[src/rtl/tap_serializer.sv]
// Framed serial transmitter: captures N_TAPS parallel taps on an accepted load and
// shifts them out LSB-first as start bit, data, even parity, stop bit.
module tap_serializer #(
  parameter int unsigned N_TAPS     = 4,
  parameter int unsigned CNT_W      = 5,
  parameter bit          IDLE_LEVEL = 1'b1
) (
  input  logic              clk,
  input  logic              reset,
  input  logic [N_TAPS-1:0] taps,
  input  logic              load,
  output logic              ready,
  output logic              ser_out,
  output logic              ser_valid,
  output logic              done
);

  typedef enum logic [2:0] {
    StIdle   = 3'd0,
    StStart  = 3'd1,
    StData   = 3'd2,
    StParity = 3'd3,
    StStop   = 3'd4
  } state_e;

  localparam logic [CNT_W-1:0] LastBit = CNT_W'(N_TAPS - 1);

  state_e            state_q, state_d;
  logic [N_TAPS-1:0] shreg_q, shreg_d;
  logic [CNT_W-1:0]  cnt_q, cnt_d;
  logic              parity_q, parity_d;
  logic              ser_out_q, ser_out_d;
  logic              ser_valid_q, ser_valid_d;
  logic              done_q, done_d;

  assign ready     = (state_q == StIdle);
  assign ser_out   = ser_out_q;
  assign ser_valid = ser_valid_q;
  assign done      = done_q;

  // Output registers are loaded with the values belonging to state_d, so every
  // pin is a flop output and the start bit appears one cycle after the load edge.
  // The shifter advances on the edge that presents a data bit, so shreg_q[0] is
  // always the next bit to send and parity_q already covers every bit sent.
  always_comb begin
    state_d     = state_q;
    shreg_d     = shreg_q;
    cnt_d       = cnt_q;
    parity_d    = parity_q;
    ser_out_d   = IDLE_LEVEL;
    ser_valid_d = 1'b0;
    done_d      = 1'b0;

    case (state_q)
      StIdle: begin
        if (load) begin
          state_d     = StStart;
          shreg_d     = taps;
          cnt_d       = '0;
          parity_d    = 1'b0;
          ser_out_d   = ~IDLE_LEVEL;
          ser_valid_d = 1'b1;
        end
      end
      StStart: begin
        state_d     = StData;
        ser_out_d   = shreg_q[0];
        ser_valid_d = 1'b1;
        shreg_d     = shreg_q >> 1;
        parity_d    = parity_q ^ shreg_q[0];
      end
      StData: begin
        ser_valid_d = 1'b1;
        if (cnt_q == LastBit) begin
          state_d   = StParity;
          ser_out_d = parity_q;
        end else begin
          ser_out_d = shreg_q[0];
          shreg_d   = shreg_q >> 1;
          parity_d  = parity_q ^ shreg_q[0];
          cnt_d     = cnt_q + CNT_W'(1);
        end
      end
      StParity: begin
        state_d = StStop;
        done_d  = 1'b1;
      end
      StStop: begin
        state_d = StIdle;
      end
      default: begin
        state_d = StIdle;
      end
    endcase
  end

  always_ff @(posedge clk) begin
    if (reset) begin
      state_q     <= StIdle;
      shreg_q     <= '0;
      cnt_q       <= '0;
      parity_q    <= 1'b0;
      ser_out_q   <= IDLE_LEVEL;
      ser_valid_q <= 1'b0;
      done_q      <= 1'b0;
    end else begin
      state_q     <= state_d;
      shreg_q     <= shreg_d;
      cnt_q       <= cnt_d;
      parity_q    <= parity_d;
      ser_out_q   <= ser_out_d;
      ser_valid_q <= ser_valid_d;
      done_q      <= done_d;
    end
  end

endmodule

[config.mk]
export PLATFORM = sky130hd
export DESIGN_NAME = tap_serializer
export DESIGN_NICKNAME = d
export VERILOG_FILES = /design/src/rtl/tap_serializer.sv
export SDC_FILE = /design/constraint.sdc
export NUM_CORES = 1
export LEC_CHECK = 0
export CAP_MARGIN = 10
export CORE_ASPECT_RATIO = 0.75
export CORE_MARGIN = 2
export CORE_UTILIZATION = 25
export CTS_CLUSTER_DIAMETER = 120
export DETAILED_ROUTE_END_ITERATION = 8
export SKIP_CTS_REPAIR_TIMING = 1
export SLEW_MARGIN = 20
export SYNTH_ARGS = -nofsm -noshare
export SYNTH_HDL_FRONTEND = slang
export SYNTH_SLANG_ARGS = --single-unit
[constraint.sdc]
create_clock -name clk -period 1.9 [get_ports clk]
set_clock_uncertainty 0.1 [all_clocks]
set_input_delay 0.475 -clock clk [delete_from_list [all_inputs] [get_ports clk]]
set_output_delay 0.475 -clock clk [all_outputs]
set_load 0.005 [all_outputs]
==> qor.yml <==
worstMarginPinSlew_ps: 512
period_share_pct: 96.1
max_clock_freq_mhz: 547
worstSetupEndpoint: "cnt_q[1]$_SDFFE_PP0P_"
syn_inst: 85
synth_flop_cell: "dfxtp_1"
grt_pass1_vias: 696
layout.nets: 113
cts_htree_levels: 1
wirelength_um: 1800
drive_gt1_share_pct: 20.2
hold_class: "flop to flop"
path_clk_slew_ps: 60
fin_cells: 142
clk_latency_ps: 250
setup_ws_ps: 73.2
drc: 0
p_sw_share_pct: 25.6
antenna_found_initial: 0
finalHoldViolCount: 0
p_seq_share_pct: 44.3
diodes: 0
min-delay-start: "state_q[2]$_SDFFE_PP0P_"
cts_inserted_buffers: 3
cts_buffer_depth: 2
routabilityCongestion: 0.786
p_switching_uw: 219
cts_tree: "done"
hold_path_depth: 1
finalSetupViolations: 0
r2r-end: "parity_q$_SDFFE_PP0P_"
grt_pass1_wl_um: 3080
die_x_um: 70.0
grt.busiest_layer: "met2"
root_buffer: "clkbuf_8"
hold_slack_ps: 410
grt_max_degree: 15
cts_sinks: 16
io_buffers: 10
detail_route.iter0.violations: 23
irDropWorstVdd_mv: 0.323
die_h_um: 53.5
fin_total_pwr_uw: 857
fill_cells: 313
clockPowerShare_pct: 35.4
yosys.cell_types.count: 37
grt_use_met1_pct: 13.4
cp_max_fo: 5
rsz0062_at_grt: "false"
use_met3_pct: 4.57
synth_warnings: 0
reg2reg_depth: 4
ant_nets: 0
async_reset_ff_share_pct: 0
worstPathArrival_ps: 1870
intPower_uw: 638
via_per_inst: 5.14
synth_area_um2: 816
place_ws_ps: -204
p_leak_nw: 0.390
syn_nets: 93
criticalPathCategory: "primary input to flop"
dieArea_um2: 3740
relSlewSlack_pct: 65.6
syn_to_final_growth_pct: 32.4
grt.met2_usage_pct: 17.1
critPathLaunchType: "primary input"
vias: 730
multiInputGateArea_um2: 472
end_kind: "flop"
maxCapViolations: 0
p_per_area_nw_per_um2: 794
ff2ff_setup_slack_ps: 130
first_pass_iters: 4
cpMaxStageDelayCell: "or4b_2"
grt_overflow: 0
avgSynthCellArea_um2: 9.60
row_count: 17
slowest_delay_ps: 660
cp-startpoint: "load"
synth_edf_count: 0
crit_chain: "clkdlybuf4s50_1 > or4b_2 > o211ai_1 > a21oi_1"
r2r_start: "cnt_q[0]$_SDFFE_PP0P_"
min_period_ps: 1830
routedWlPerCell_um: 12.6
status: "completed"
slew_viol_final: 0
regArea_um2: 320
pwr-share-comb_pct: 20.3
seq_area_frac_synth_pct: 39.3
grt_usage_pct: 10.8
initial_core_util_pct: 27.0
place_inst: 138
critical_path_required_ps: 1940
core_um2: 3020
hpwl_um: 1330
pin_count: 11
ys_seq_elements: 16
[cells in the mapped netlist, drive strengths merged (3+ instances only)]
cell    count  area share [%]
a21oi       7             4.3
nor2        3             1.4
or3         3             2.3
nor3        6             3.7
a221oi      3             3.2
buf         4             2.3
o21ai       3             1.8
mux2i       5             6.1
dfxtp      16              39
a211oi      4             3.7
[area by class of cell]
class / instances / area share [%]
clock buffer: 4 / 5.10
sequential: 16 / 29.7
multi-input combinational: 62 / 43.7
timing repair buffer: 20 / 16.5
tap: 38 / 4.40
inverter: 2 / 0.695
[layer usage]
layer,wire length [um],part of all wire (%)
met1,914,51
met2,792,44
met3,89,5.0
met4,0,0
met5,0,0
[sequential cells by signal, summed over array words and instances, names as in the netlist]
| name | cells |
|---|---|
| cnt_q | 5 |
| done | 1 |
| parity_q | 1 |
| ser_out | 1 |
| state_q | 3 |
| ser_valid | 1 |
| shreg_q | 4 |
[logic make-up (layout without fill, tap and decap cells)]
| kind of cell | after synthesis | count (layout) | synth area share, % |
|---|---|---|---|
| buffers and inverters | 7 | 26 | 3.68 |
| AND/OR/NAND/NOR | 31 | 31 | 27.0 |
| XOR/XNOR | 1 | 1 | 1.07 |
| flip-flops | 16 | 16 | 39.3 |
| multiplexers | 6 | 6 | 7.52 |
| AO/OA/AOI/OAI | 23 | 23 | 19.9 |
| adder cells (fa/ha/maj) | 1 | 1 | 1.53 |
[power groups by stage]
stage | Combinational, mW | Clock, mW | Sequential (mW)
after CTS | 0.174 | 0.311 | 0.379
after detailed placement | 0.174 | 0 | 0.386
after global routing | 0.189 | 0.327 | 0.382
after global placement | 0.171 | 0 | 0.386
after floorplan | 0.105 | 0 | 0.381
final | 0.174 | 0.303 | 0.380
[critical path, delay by kind of cell]
family	cells	cell delay [ps]
AND/OR/NAND/NOR	1	660
buffers and inverters	1	530
AO/OA/AOI/OAI	2	200
[worst min path at each step]
stage / end / slack [ps]
5_1_grt: parity_q$_SDFFE_PP0P_ / 430
3_3_place_gp: state_q[2]$_SDFFE_PP0P_ / 380
2_1_floorplan: parity_q$_SDFFE_PP0P_ / 370
4_1_cts: state_q[2]$_SDFFE_PP0P_ / 410
3_5_place_dp: state_q[2]$_SDFFE_PP0P_ / 400
6_report: state_q[2]$_SDFFE_PP0P_ / 410
[layout by cell type, fill, tap and decap left out, drive strengths merged, types with 2 or more instances in the layout]
master	n
clkdlybuf4s50	9
nor3b	2
buf	10
dfxtp	16
a21oi	7
or3	3
clkbuf	4
nor4b	2
nor3	6
nand2b	2
mux2i	5
nor2	3
nand3	2
inv	2
or4b	2
a211oi	4
a221oi	3
o211ai	2
o21ai	3
nand2	2
[stage by stage]
step           instance area [um^2]  util [%]  setup TNS (ps)
6_report                       1080      35.7               0
2_1_floorplan                   816         -               0
3_5_place_dp                   1020      33.6           -1390
5_1_grt                        1080      35.7               0
4_1_cts                        1070      35.5               0
3_3_place_gp                   1020      33.6           -1160
Note: power is estimated with default switching activity, not from simulation.
